File: src/rtl/btn_debounce_pulse.sv
// btn_debounce_pulse
// N_CH independent push-button conditioners. Each channel synchronises its
// raw asynchronous input, debounces it with a consecutive-stability counter
// and emits a registered one-cycle pulse on the selected accepted edge(s).
//
// EDGE_MODE: 0 = rising, 1 = falling, 2 = both; any other value acts as 0.
//
// Optional build macro AUTOREPEAT_EN: while a debounced press is held, issue
// a repeat pulse REPEAT_DELAY cycles after the press is accepted and then
// every REPEAT_PERIOD cycles until the release is accepted. Without the
// macro no repeat logic exists and REPEAT_DELAY/REPEAT_PERIOD are unused.
module btn_debounce_pulse #(
    parameter int N_CH          = 4,
    parameter int SYNC_STAGES   = 2,
    parameter int DEB_CYCLES    = 16,
    parameter int EDGE_MODE     = 0,
    parameter int REPEAT_DELAY  = 1000,
    parameter int REPEAT_PERIOD = 200
) (
    input  logic            clk,
    input  logic            rst_n,
    input  logic [N_CH-1:0] btn,
    output logic [N_CH-1:0] level,
    output logic [N_CH-1:0] pulse
);

    // Debounce counter counts 0 .. DEB_CYCLES-1; the last value triggers acceptance.
    localparam int            CW       = $clog2(DEB_CYCLES + 1);
    localparam logic [CW-1:0] CNT_LAST = CW'(DEB_CYCLES - 1);

    // Edge selection; an out-of-range mode falls back to rising-only.
    localparam bit RISE_EN = (EDGE_MODE != 1);
    localparam bit FALL_EN = (EDGE_MODE == 1) || (EDGE_MODE == 2);

`ifdef AUTOREPEAT_EN
    // Repeat countdown is wide enough for the larger of the two intervals.
    localparam int            RMAX          = (REPEAT_DELAY > REPEAT_PERIOD) ? REPEAT_DELAY : REPEAT_PERIOD;
    localparam int            RW            = $clog2(RMAX + 1);
    localparam logic [RW-1:0] REP_DELAY_LD  = RW'(REPEAT_DELAY - 1);
    localparam logic [RW-1:0] REP_PERIOD_LD = RW'(REPEAT_PERIOD - 1);
`endif

    // Reject configurations the datapath cannot represent.
    if (N_CH < 1 || SYNC_STAGES < 2 || DEB_CYCLES < 1 || REPEAT_DELAY < 1 || REPEAT_PERIOD < 1)
    begin : g_bad_param
        $error("btn_debounce_pulse: parameter out of range");
    end

    for (genvar ch = 0; ch < N_CH; ch++) begin : g_ch
        logic [SYNC_STAGES-1:0] sync_q;
        logic                   s;
        logic [CW-1:0]          cnt_q;
        logic [CW-1:0]          cnt_d;
        logic                   accept;
        logic                   level_q;
        logic                   pulse_d;
        logic                   pulse_q;
        logic                   rep_fire;

        // Shift the raw button through the synchroniser chain; only the last stage is used.
        always_ff @(posedge clk or negedge rst_n) begin
            if (!rst_n) begin
                sync_q <= '0;
            end else begin
                // NOTE: non-blocking so every flop samples the pre-edge value regardless of statement order.
                sync_q <= {sync_q[SYNC_STAGES-2:0], btn[ch]};
            end
        end

        assign s = sync_q[SYNC_STAGES-1];

        // Count consecutive cycles the synchronised input disagrees with level; any agreement restarts it.
        always_comb begin
            // NOTE: defaults first so every path assigns cnt_d and accept and no latch is inferred.
            cnt_d  = '0;
            accept = 1'b0;
            if (s != level_q) begin
                if (cnt_q == CNT_LAST) begin
                    accept = 1'b1;
                end else begin
                    cnt_d = cnt_q + CW'(1);
                end
            end
        end

        // Debounce state: stability counter and the accepted level.
        always_ff @(posedge clk or negedge rst_n) begin
            if (!rst_n) begin
                cnt_q   <= '0;
                level_q <= 1'b0;
            end else begin
                cnt_q <= cnt_d;
                if (accept) begin
                    level_q <= s;
                end
            end
        end

`ifdef AUTOREPEAT_EN
        logic [RW-1:0] rep_q;

        // A repeat is due while the press is held and the countdown has reached zero;
        // an accepted release in the same cycle wins.
        assign rep_fire = level_q && !accept && (rep_q == '0);

        // Repeat countdown: loaded on a rising accept, reloaded after each repeat, held at zero while released.
        always_ff @(posedge clk or negedge rst_n) begin
            if (!rst_n) begin
                rep_q <= '0;
            end else if (accept && !level_q) begin
                rep_q <= REP_DELAY_LD;
            end else if (accept || !level_q) begin
                rep_q <= '0;
            end else if (rep_q == '0) begin
                rep_q <= REP_PERIOD_LD;
            end else begin
                rep_q <= rep_q - RW'(1);
            end
        end
`else
        assign rep_fire = 1'b0;
`endif

        // Pulse on an accepted edge of an enabled polarity, or on a due repeat in rising modes.
        always_comb begin
            pulse_d = 1'b0;
            if (accept) begin
                pulse_d = s ? RISE_EN : FALL_EN;
            end
            if (rep_fire && RISE_EN) begin
                pulse_d = 1'b1;
            end
        end

        // Register the strobe so it lines up with the first cycle of the new level.
        always_ff @(posedge clk or negedge rst_n) begin
            if (!rst_n) begin
                pulse_q <= 1'b0;
            end else begin
                pulse_q <= pulse_d;
            end
        end

        assign level[ch] = level_q;
        assign pulse[ch] = pulse_q;
    end

endmodule

File: config.mk
export PLATFORM = sky130hd
export DESIGN_NAME = btn_debounce_pulse
export DESIGN_NICKNAME = d
export VERILOG_FILES = /design/src/rtl/btn_debounce_pulse.sv
export SDC_FILE = /design/constraint.sdc
export NUM_CORES = 1
export LEC_CHECK = 0
export CORE_AREA = 4 4 85 67
export CTS_CLUSTER_SIZE = 40
export DETAILED_ROUTE_END_ITERATION = 6
export DIE_AREA = 0 0 89 71
export GPL_ROUTABILITY_DRIVEN = 0
export PLACE_DENSITY = 0.56
export RECOVER_POWER = 100
export SYNTH_ARGS = -nofsm -noshare
export SYNTH_HDL_FRONTEND = slang
export SYNTH_SLANG_ARGS = --single-unit
File: constraint.sdc
create_clock -name clk -period 2.5 [get_ports clk]
set_input_delay 0.5 -clock clk [delete_from_list [all_inputs] [get_ports clk]]
set_output_delay 0.5 -clock clk [all_outputs]
set_load 0.05 [all_outputs]
==> results_dict.tcl <==
set metrics [dict create \
    cellLeakagePower_nw 0.801 \
    die-area_sq_um 6320 \
    synth-compound-area-share 0.0202 \
    grt_max_degree 37 \
    placed_area_sq_um 1640 \
    max_freq_ghz 0.479 \
    cts_setup_buffers 0 \
    via_count 816 \
    syn2layout_area_growth_pct 12.2 \
    nNetsFinal 135 \
    vias_per_cell 4.39 \
    critPathRequiredTime_ns 2.00 \
    ys_warn_count 0 \
    post_drt_wl_per_cell_um 11.5 \
    fin_crit_ns 2.09 \
    antenna_found_initial 0 \
    slowest_delay_ns 0.90 \
    synth_edf_count 0 \
    row_count 22 \
    fin_tns_setup_ns 0 \
    regToRegSetupSlack_ns 1.09 \
    die_w_um 89 \
    worst-path-buf-inv 1 \
    clock_path_buffers 2 \
    path_depth 1 \
    cp_max_fo 4 \
    syn_avg_cell_area_sq_um 13.2 \
    finalInstanceArea_sq_um 1670 \
    tightest_slew_ns 0.884 \
    synth_top_area_frac 0.607 \
    grt_overflow 0 \
    synth_xor_area_frac 0.0590 \
    hpwlAfterDp_um 1520 \
    path_clk_slew_ns 0.07 \
    port_buffers 13 \
    grt_use_total 0.0814 \
    finClkSkew_ns 0.00801 \
    cts_root_buf "clkbuf_8" \
    synthAdderAreaFrac 0.0337 \
    drc_errors 0 \
    ys_ff_latch 36 \
    ys.flop_type "dfrtp_1" \
    rsz0062_at_grt "false" \
    core_area_sq_um 4820 \
    chipHeight_um 71 \
    cp.arrival_ns 1.59 \
    r2r_cells 4 \
    synth_area_sq_um 1480 \
    ys_seq_area_frac 0.607 \
    async_reset_ff_frac 1.00 \
    worstSkewPairLatency_ns 0.28 \
    yosys.area_share.simple 0.204 \
    crit_chain "dlygate4sd3_1" \
    cp-start-kind "register" \
    synthCells 112 \
    holdBufCountCts 0 \
    cp_slowest_cell "dlygate4sd3_1" \
    syn-num-nets 122 \
    maxSlewHeadroom 0.411 \
    synth_top_family_by_area "simple AND/OR/NAND/NOR gates" \
    initial_core_util 0.308 \
    r2r_end "g_ch[0].level_q$_DFFE_PN0P_" \
    insertedDiodeCount 0 \
    hold_violations 0 \
    drtAntennaViolNets 0 \
    ys_top_cells_by_area "dfrtp_1 (61%), buf_4 (4.0%), nor4b_2 (4.0%)" \
    grt_pass1_wl_um 3910 \
    post_synth_num_cell_types 22 \
    worstSetupPathType "register to output port" \
    min_period_over_period 0.835 \
    routed_wl_um 2140 \
    drive_gt1_frac 0.127 \
    io-pin-count 14 \
    cts_sinks 36 \
    synth.largest_area_cell "dfrtp_1" \
    critPathCaptureType "output port" \
    cp-endpoint "level[0]" \
    critPathTopFamily "buffers and inverters" \
    status "completed" \
    grt_pass1_vias 862 \
    maxCapViolations 0 \
    peakVddDrop_mv 0.253 \
    synth_mux_area_frac 0.0304 \
    dr.first_iter.drc_count 15 \
    startpoint "g_ch[0].level_q$_DFFE_PN0P_" \
    drv_slew 0 \
    cts_tree "built" \
    whs_path_depth 0 \
    cts.htree.levels 2 \
    drt_pass1_iterations 3 \
    cts_resized 0 \
    cts_buffers 5 \
    p_per_area_nw_per_um2 661 \
    crit-reg2reg-launch "g_ch[0].cnt_q[0]$_DFF_PN0_" \
    worst_hold_path_type "register to register" \
    setup-violations-final 0 \
]
-- report_power, final --
group | total, mW | internal (mW) | switching (mW)
registers | 0.626 | 0.606 | 0.0192
logic | 0.0593 | 0.0276 | 0.0317
clock network | 0.416 | 0.220 | 0.197
-- cells in the mapped netlist, types with 4 or more instances --
master / number
dfrtp_1: 36
xnor2_1: 4
nor2_1: 10
nor4b_2: 4
xor2_1: 6
nand2_1: 4
nand3_2: 4
nand3_1: 4
nand2b_1: 4
buf_4: 8
mux2_1: 4
ha_1: 4
-- layer usage --
| layer | share of wire | track usage |
|---|---|---|
| met1 | 0.45 | 0.102 |
| met2 | 0.46 | 0.120 |
| met3 | 0.067 | 0.0373 |
| met4 | 0.014 | 0.0347 |
| met5 | 0 | 0 |
-- through the flow --
step                setup slack, ns  hold WS [ns]  std cells  total power [mW]  utilization
CTS                           0.452         0.345        186              1.13        0.359
finish                        0.413         0.341        186              1.10        0.346
floorplan                      1.26         0.204        112             0.670            -
detailed placement            0.768         0.336        178             0.703        0.340
global route                  0.343         0.356        186              1.16        0.346
global placement              0.792         0.338        178             0.698        0.340
-- sequential cells by signal (all words and copies together) (netlist names) --
signal        cells
g_ch.pulse_q      4
g_ch.sync_q       8
g_ch.level_q      4
g_ch.cnt_q       20
-- area by class of cell --
type	instances	area [sq um]
fill	481	3150
sequential	36	901
multi-input combinational	66	454
timing repair buffer	14	135
clock buffer	6	82.6
tap	60	75.1
clock inverter	2	10.0
inverter	2	7.51
-- kinds of logic after synthesis --
kind of cell	count (synthesis)
compound gates	4
xor+xnor	10
fa+ha+maj	4
buf+inv	10
flops	36
mux	4
simple gates	44
-- placed cells by master (no fill, tap or decap) --
cell type	instances
a31oi_1	2
and2_2	2
and3_2	2
clkbuf_2	1
clkbuf_8	6
clkinv_2	2
dfrtp_1	36
dlygate4sd3_1	13
ha_1	4
inv_1	2
mux2_1	4
nand2_1	4
nand2b_1	4
nand3_1	8
nand4b_1	2
nor2_1	12
nor2_2	2
nor2b_1	2
nor3_1	2
nor4b_1	3
nor4b_2	1
o21ai_0	2
xnor2_1	4
xor2_1	6
-- worst min path at each step --
stage                                            from                          end
after global placement    g_ch[1].sync_q[0]$_DFF_PN0_  g_ch[1].sync_q[1]$_DFF_PN0_
final                     g_ch[1].sync_q[0]$_DFF_PN0_  g_ch[1].sync_q[1]$_DFF_PN0_
after global routing      g_ch[1].sync_q[0]$_DFF_PN0_  g_ch[1].sync_q[1]$_DFF_PN0_
after detailed placement  g_ch[2].sync_q[0]$_DFF_PN0_  g_ch[2].sync_q[1]$_DFF_PN0_
after floorplan                                 rst_n   g_ch[0].cnt_q[0]$_DFF_PN0_
after CTS                 g_ch[1].sync_q[0]$_DFF_PN0_  g_ch[1].sync_q[1]$_DFF_PN0_
(Power assumes the default switching activity.)
